===== src/rtl/neuron_pkg.sv =====
// Shared types, widths and saturation helper for the neuron sequencer.
package neuron_pkg;

  typedef enum logic [2:0] {
    ST_IDLE,
    ST_LOAD,
    ST_PREF,
    ST_RUN,
    ST_FIN,
    ST_OUT
  } state_t;

  localparam int DATA_W  = 8;
  localparam int PROD_W  = 16;
  localparam int SAT_MAX = 127;
  localparam int SAT_MIN = -128;

  // Clamp a sign-extended value into the signed 8-bit output range.
  function automatic logic signed [DATA_W-1:0] sat_s8(input logic signed [31:0] v);
    if (v > 32'(SAT_MAX))
      return DATA_W'(SAT_MAX);
    else if (v < 32'(SAT_MIN))
      return DATA_W'(SAT_MIN);
    else
      return v[DATA_W-1:0];
  endfunction

endpackage


===== src/rtl/neuron_wmem.sv =====
// 256x8 simple dual-port weight RAM with one-cycle registered read and no reset.
import neuron_pkg::*;

module neuron_wmem (
  input  logic              clk,
  input  logic              we,
  input  logic [7:0]        waddr,
  input  logic [DATA_W-1:0] wdata,
  input  logic [7:0]        raddr,
  output logic [DATA_W-1:0] rdata
);

  logic [DATA_W-1:0] mem [256];

  always_ff @(posedge clk) begin
    if (we)
      mem[waddr] <= wdata;
    rdata <= mem[raddr];
  end

endmodule


===== src/rtl/neuron_seq.sv =====
// Sequencer for one fixed-point neuron: weight load, MAC over NUM_INPUTS activations,
// bias, shift and saturate. Define NEURON_SEQ_RELU_EN to clamp negative results to 0.
import neuron_pkg::*;

module neuron_seq #(
  parameter int NUM_INPUTS = 16,
  parameter int FRAC_BITS  = 4,
  parameter int ACC_W      = 24
) (
  input  logic       clk,
  input  logic       reset,
  input  logic       wgt_load,
  input  logic       wgt_valid,
  input  logic [7:0] wgt_data,
  output logic       wgt_ready,
  input  logic       start,
  input  logic [7:0] bias_in,
  input  logic       x_valid,
  input  logic [7:0] x_data,
  output logic       x_ready,
  output logic       y_valid,
  output logic [7:0] y_data,
  input  logic       y_ready,
  output logic       busy,
  output logic       wgts_loaded
);

  localparam logic [8:0] LAST_IDX = 9'(NUM_INPUTS - 1);

  state_t                   state_reg;
  logic [8:0]               count_reg;
  logic signed [ACC_W-1:0]  acc_reg;

  logic                     x_acc;
  logic                     w_acc;
  logic [7:0]               rd_addr;
  logic signed [DATA_W-1:0] w_rd;
  logic signed [PROD_W-1:0] prod;
  logic signed [ACC_W-1:0]  prod_ext;
  logic signed [ACC_W-1:0]  bias_ext;
  logic signed [ACC_W-1:0]  shifted;
  logic signed [DATA_W-1:0] result;

  assign x_acc = x_valid & x_ready;
  assign w_acc = wgt_valid & wgt_ready;

  // Look one address ahead on an accept so the next weight is ready for back-to-back activations.
  assign rd_addr = (state_reg == ST_RUN && x_acc) ? 8'(count_reg + 9'd1) : count_reg[7:0];

  neuron_wmem u_wmem (
    .clk   (clk),
    .we    (w_acc),
    .waddr (count_reg[7:0]),
    .wdata (wgt_data),
    .raddr (rd_addr),
    .rdata (w_rd)
  );

  assign prod     = $signed(x_data) * w_rd;
  assign prod_ext = ACC_W'(prod);
  assign bias_ext = ACC_W'($signed(bias_in)) <<< FRAC_BITS;
  assign shifted  = acc_reg >>> FRAC_BITS;

`ifdef NEURON_SEQ_RELU_EN
  assign result = shifted[ACC_W-1] ? '0 : sat_s8(32'(shifted));
`else
  assign result = sat_s8(32'(shifted));
`endif

  always_ff @(posedge clk) begin
    if (reset) begin
      state_reg   <= ST_IDLE;
      count_reg   <= '0;
      acc_reg     <= '0;
      wgt_ready   <= 1'b0;
      x_ready     <= 1'b0;
      y_valid     <= 1'b0;
      y_data      <= '0;
      busy        <= 1'b0;
      wgts_loaded <= 1'b0;
    end else begin
      case (state_reg)
        ST_IDLE: begin
          if (wgt_load) begin
            state_reg   <= ST_LOAD;
            count_reg   <= '0;
            wgts_loaded <= 1'b0;
            wgt_ready   <= 1'b1;
            busy        <= 1'b1;
          end else if (start && wgts_loaded) begin
            state_reg <= ST_PREF;
            count_reg <= '0;
            acc_reg   <= bias_ext;
            busy      <= 1'b1;
          end
        end
        ST_LOAD: begin
          if (w_acc) begin
            count_reg <= count_reg + 9'd1;
            if (count_reg == LAST_IDX) begin
              state_reg   <= ST_IDLE;
              wgt_ready   <= 1'b0;
              busy        <= 1'b0;
              wgts_loaded <= 1'b1;
            end
          end
        end
        ST_PREF: begin
          state_reg <= ST_RUN;
          x_ready   <= 1'b1;
        end
        ST_RUN: begin
          if (x_acc) begin
            acc_reg   <= acc_reg + prod_ext;
            count_reg <= count_reg + 9'd1;
            if (count_reg == LAST_IDX) begin
              state_reg <= ST_FIN;
              x_ready   <= 1'b0;
            end
          end
        end
        ST_FIN: begin
          y_data    <= result;
          y_valid   <= 1'b1;
          state_reg <= ST_OUT;
        end
        ST_OUT: begin
          if (y_ready) begin
            y_valid   <= 1'b0;
            busy      <= 1'b0;
            state_reg <= ST_IDLE;
          end
        end
        default: state_reg <= ST_IDLE;
      endcase
    end
  end

endmodule


===== config.mk =====
export PLATFORM = sky130hd
export DESIGN_NAME = neuron_seq
export DESIGN_NICKNAME = d
export VERILOG_FILES = /design/src/rtl/neuron_pkg.sv /design/src/rtl/neuron_wmem.sv /design/src/rtl/neuron_seq.sv
export SDC_FILE = /design/constraint.sdc
export NUM_CORES = 2
export LEC_CHECK = 0
export ABC_AREA = 1
export BUFFER_PORTS_ARGS = -buffer_cell sky130_fd_sc_hd__clkbuf_2
export CAP_MARGIN = 20
export CORE_MARGIN = 5
export CORE_UTILIZATION = 58
export DETAILED_ROUTE_END_ITERATION = 8
export HOLD_SLACK_MARGIN = 0.02
export PLACE_DENSITY_LB_ADDON = 0.15
export SLEW_MARGIN = 25
export SYNTH_ARGS = -nofsm -noshare
export SYNTH_HDL_FRONTEND = slang
export SYNTH_SLANG_ARGS = --single-unit

===== constraint.sdc =====
create_clock -name clk -period 5.5 [get_ports clk]
set_input_delay 0.275 -clock clk [delete_from_list [all_inputs] [get_ports clk]]
set_output_delay 0.275 -clock clk [all_outputs]
set_load 0.03 [all_outputs]

; Word level (Yosys, flattened, before mapping)
; Memories as Yosys holds them, arrays and structs flattened. A register that Yosys moved wholly into a read port is not among the register bits.
; Index checks and enable logic that the tools add are counted.
; Widths: inputs -> output; s select.
[totals]
word_cells = 85
n_memories = 1
output_inout_bits = 13
latchBits = 0
mem_bits_ro = 0
inputBits = 31
regBits = 49
mem_bits_rw = 2048
[mem_list]
columns = memory, words, width, rd, rd_clocked_by_memory_dff, write_ports, line_no
row1 = u_wmem.mem, 256, 8, 1, 1, 1, neuron_wmem.sv:13  ; logic [DATA_W-1:0] mem [256];
[op_classes]
magnitude_cmp = 2
n_bitwise = 2
shift = 0
n_eq_ne = 15
n_addsub = 2
n_reduce_logical = 16
div = 0
n_mux = 37
multipliers = 1
[op_table]
columns = operator, n
row1 = $mux 24, 3
row2 = $pmux 24 s2, 1
row3 = $mux 9, 4
row4 = $pmux 9 s3, 1
row5 = $add 24x16->24, 1
row6 = $mux 8, 3
row7 = $mux 3, 7
row8 = $gt 20x8->1 const B, 1
row9 = $lt 20x8->1 const B, 1
row10 = $pmux 3 s6, 1
row11 = $mul 8x8->16, 1
row12 = $mux 1, 12
row13 = $ne 2x2->1 const B, 6
row14 = $reduce_and 4->1, 3
row15 = $add 9x1->9 const B, 1
row16 = $eq 9x4->1 const B, 1
row17 = $pmux 1 s2, 4
row18 = $reduce_bool 2->1, 4
row19 = $eq 3x2->1 const B, 2
row20 = $eq 3x3->1 const B, 2
row21 = $reduce_and 6->1, 1
row22 = $reduce_bool 3->1, 2
row23 = $reduce_and 5->1, 1
row24 = $ne 2x1->1 const B, 2
row25 = 8 further kinds, 10

; Longest topological paths before layout
[logic_depth]
depth_word = 4
mapped_depth = 23
depth_no_buf = 22

; By module
; Synthesis repeated with hierarchy kept, for this count alone.
[hier_totals]
cells_unflattened = 7952
hier_area_um2 = 90372.9
[modules_own_cells]
columns = module, seq_area_each_um2, area_per_inst_um2, cells_each, instances
row1 = neuron_wmem, 61659.1, 83396.2, 7003, 1
row2 = neuron_seq, 980.9, 6976.7, 949, 1

; Worst setup path after synthesis
; Ideal clock, no wire load.
[synth_path]
path_type = register -> register
from = reg u_wmem.rdata[0], read port of u_wmem.mem
to = reg acc_reg[20]
t_arrival_ns = 5.050
path_stages_with_launch = 20
path_buffers = 1
path_slack_ns = 0.380
setup_time_ns = 0.070
period_less_slack_ns = 5.120
required_time_ns = 5.430
path_cell_list = dfxtp_1 clkbuf_1 nand2_1 inv_1 fa_1 fa_1 fa_1 fa_1 ha_1 ha_1 a21oi_1 a21boi_0 inv_1 nand2_1 nand2_1 a21oi_1 o21ai_0 a21oi_1 o21ai_0 a21oi_1
[synth_between]
elab_chain_cells = 4
[synth_lines]
columns = element, line_no
row1 = "start, declared", neuron_wmem.sv:10  ; output logic [DATA_W-1:0] rdata
row2 = $mul 8x8->16, neuron_seq.sv:59  ; assign prod = $signed(x_data) * w_rd;
row3 = $add 24x16->24, neuron_seq.sv:114  ; acc_reg <= acc_reg + prod_ext;
row4 = $mux 24, neuron_seq.sv:113  ; if (x_acc) begin
row5 = $pmux 24 s2, neuron_seq.sv:82  ; case (state_reg)
row6 = "end signal, assigned", neuron_seq.sv:93  ; acc_reg <= bias_ext;
row7 = "end signal, assigned", neuron_seq.sv:114
row8 = "end, declared", neuron_seq.sv:32  ; logic signed [ACC_W-1:0] acc_reg;
; No other way between the ends. The select of a mux whose other input is x is not followed.
; A chain may end at the register's enable or synchronous reset.

; Worst setup path in the final report
[layout_path]
from = reg u_wmem.rdata[7], read port of u_wmem.mem
to = reg acc_reg[19]
; Same word-level chain as after synthesis.

==> impl_results.md <==
* Power share of the clock group at 26.0%
* Syn nets at 9,607
* DRT antenna net count at 0
* Post-Syn Area at 95,800 um^2
* Least-Margin Pin Slew at 1150 ps
* Synth area leaders: edfxtp_1 (64%), nand2_1 (10%), nand3_1 (9.3%)
* Flip-flop and latch area at 62,600 um^2
* Worst setup SP type: flop
* Filler Cell Count at 12,964
* Yosys warning total at 0
* GRT Util Overall at 28.8%
* Final setup fails at 0
* RSZ-0062 raised after global routing: no
* Register area share after synthesis at 65.4%
* Reg2reg end: acc_reg[19]$_SDFFE_PP0P_
* Largest net degree at the start of global routing at 180
* Die Area at 173,000 um^2
* Internal power at 33,200 uW
* Power, Total at 54,500 uW
* Maximum VDD drop at 1.10 mV
* Leakage dissipation at 0.0434 uW
* IO buf count at 43
* Worst-path clk slew at 60 ps
* Top_reg_cell synth: edfxtp_1
* Worst path cell trace: inv_1 > or2_2 > fa_1 > fa_1 > inv_1 > fa_1 > fa_1 > fa_1 > ha_1 > a21oi_1 > o21ai_0 > a21oi_1 > o21ai_1 > a21oi_1 > o21ai_0 > nand2_1 > nand3_1 > a21oi_1
* Wire per inst at 21.6 um
* Setup repair bufs after CTS at 0
* Rel. slew slack at 23.1%
* CTS tree: built
* CP dominant cell by count: fa_1
* Area share of the largest cell type after synthesis at 64.2%
* Num ports at 44
* Vias per cell at 5.60
* Setup TNS at 0 ps
* Detailed placer's ending HPWL at 143,000 um
* Crit path max-delay cell type: fa_1
* Clk sink count at 2,105
* RD Place Congestion at 0.897
* Max-slew violation count at 0
* Crit-path max cell delay at 530 ps
* Distinct cells, synth at 47
* Core Region at 165,000 um^2
* Chip width at 416 um
* Area Growth Syn to Fin at 9.58%
* Root buffer cell: clkbuf_16
* Cell Pwr Density at 519 nW/um^2
* Vias in the first global route at 62,388
* Routed wire length at 252,000 um
* CP max FO at 4
* Fin crit period at 5170 ps
* Row Count at 149
* Post-layout nets at 9,486
* Total grt overflow at 0
* Ratio of cells with drive above 1 in the final layout at 5.36%
* CTS Buf Count at 211
* Final hold vios at 0
* DRC at 0
* Area leader, netlist: edfxtp_1
* Combinational power share at 41.3%
* Post-synthesis instance total at 9,414
* Synthesized flop and latch total at 2,105
* Critical path endpoint category: flop
* Ys async rst share at 0%
* Clk_lat worst skew at 870 ps
* Hold path depth at 6
* Cell with the most instances after synthesis: nand2_1
* CP required at 6250 ps
* Commonest cells post-synth: nand2_1 (2,558), edfxtp_1 (2,048), nand3_1 (1,781), inv_1 (1,645), buf_2 (360)
* Sw power at 21,300 uW
* Max cap viols at 0
* Switching share of power at 39.0%
* Critical Path Start: u_wmem.rdata[7]$_DFF_P_
* Worst Clk Skew at 60.7 ps
* H-tree levels at 4
* CP Capture Point: acc_reg[19]$_SDFFE_PP0P_
* Post-synth EDFFs at 2,048
* Worst Path Arrival at 5920 ps
* Reg2Reg Launch Point: u_wmem.rdata[7]$_DFF_P_
* Status: complete, no violations
* Sequential Power Share at 32.7%
* Vias at 65,273
* CTS max path bufs at 3
* First-pass GRT wire length at 381,000 um
* Initial antenna violation count at 6
* R2R depth at 18
* Setup slack, reg-to-reg at 330 ps
* 1st-pass router iterations at 6
* Crit Path Class: flop to flop
* Final worst path period share at 94.1%
* Initial Util at 58.2%
* Hold Path Class: input port to flop
* Die Span Y at 416 um
* Mean Syn Cell Area at 10.2 um^2
* Largest register FFs at 2,048
* Multi-input gate area at 24,700 um^2
* Fmax at 193 MHz
* 1st-iter DRT viols at 7,857
-- power by group through the flow --
stage | Sequential, uW | Combinational [uW] | Clock, uW
after floorplan | 18100 | 16200 | 0
after global placement | 18200 | 21900 | 0
after detailed placement | 18200 | 21900 | 0
after CTS | 17800 | 22200 | 14300
after global routing | 17800 | 25400 | 15000
final | 17800 | 22500 | 14200
-- area by class of cell --
class | instances | area share, %
Clock buffer | 258 | 5.23
Tap cell | 2189 | 2.61
Inverter | 1649 | 5.91
Clock inverter | 131 | 1.25
Multi-Input combinational cell | 5146 | 23.5
Sequential cell | 2105 | 59.7
Timing Repair Buffer | 180 | 1.80
Antenna cell | 3 | 0.00715
-- what timing repair did --
item / CTS / global route
endpoints found under the hold margin: 312 / 52
gates resized for setup: 0 / 7
hold buffers: 20 / 1
endpoints found under the setup margin: 0 / 5
-- worst min-delay path by stage --
stage                                       from  slack [ps]                     endpoint
after floorplan                      wgt_data[0]         370   u_wmem.mem[0][0]$_DFFE_PP_
after global routing                   x_data[0]         170      acc_reg[0]$_SDFFE_PP0P_
final                                  x_data[0]         160      acc_reg[0]$_SDFFE_PP0P_
after global placement      y_valid$_SDFFE_PP0P_         450         y_valid$_SDFFE_PP0P_
after detailed placement  y_data[7]$_SDFFE_PP0P_         460       y_data[7]$_SDFFE_PP0P_
after CTS                            wgt_data[6]          60  u_wmem.mem[60][6]$_DFFE_PP_
-- critical path, delay by kind of cell (launching register included) --
kind	cells	cell delay [ps]
buffers and inverters	2	130
flip-flops	1	390
AND/OR/NAND/NOR	3	430
AO/OA/AOI/OAI	7	1450
adder cells (fa/ha/maj)	6	2690
-- kinds of logic (layout without fill, tap and decap cells) --
family                     Yosys count  in the layout  synth area share [%]
AOI/OAI and AO/OA                  284            284                  1.70
DFF                               2105           2105                  65.4
and+or+nand+nor                   4687           4687                  20.8
other                                0              3                     0
buffers and inverters             2163           2218                  9.02
adders and majority gates          162            162                  2.93
xor gates and xnor gates            13             13                 0.119
-- placed cells by master (no fill, tap or decap), drive strengths merged, types with 57 or more instances in the layout --
master | netlist | routed
a21oi | 71 | 71
buf | 393 | 124
clkbuf | 121 | 293
clkinv | 1 | 105
dfxtp | 57 | 57
edfxtp | 2048 | 2048
fa | 104 | 104
ha | 58 | 58
inv | 1648 | 1653
nand2 | 2564 | 2564
nand3 | 1782 | 1782
nor2 | 306 | 306
o21ai | 137 | 137
-- layer usage --
layer / share of wire, % / GRT usage (%) / wire (um) / vias up
met5: 0 / 0 / 0 / -
met4: 4.8 / 12.6 / 12000 / 0
met3: 9.0 / 4.98 / 22700 / 554
met2: 46 / 45.1 / 116000 / 2876
met1: 40 / 40.1 / 102000 / 31365
li1: - / - / - / 30478
-- per-stage QoR --
stage	utilization [%]	instances	setup WS (ps)	hold slack, ps	instance area [um^2]
3_5_place_dp	59.4	11247	315	459	97900
6_report	63.7	11661	327	158	105000
2_1_floorplan	-	9414	380	374	95800
4_1_cts	63.7	11656	302	59.9	105000
3_3_place_gp	59.4	11247	275	449	97900
5_1_grt	63.7	11658	4.98	167	105000
Power figures use the tool's default switching activity.
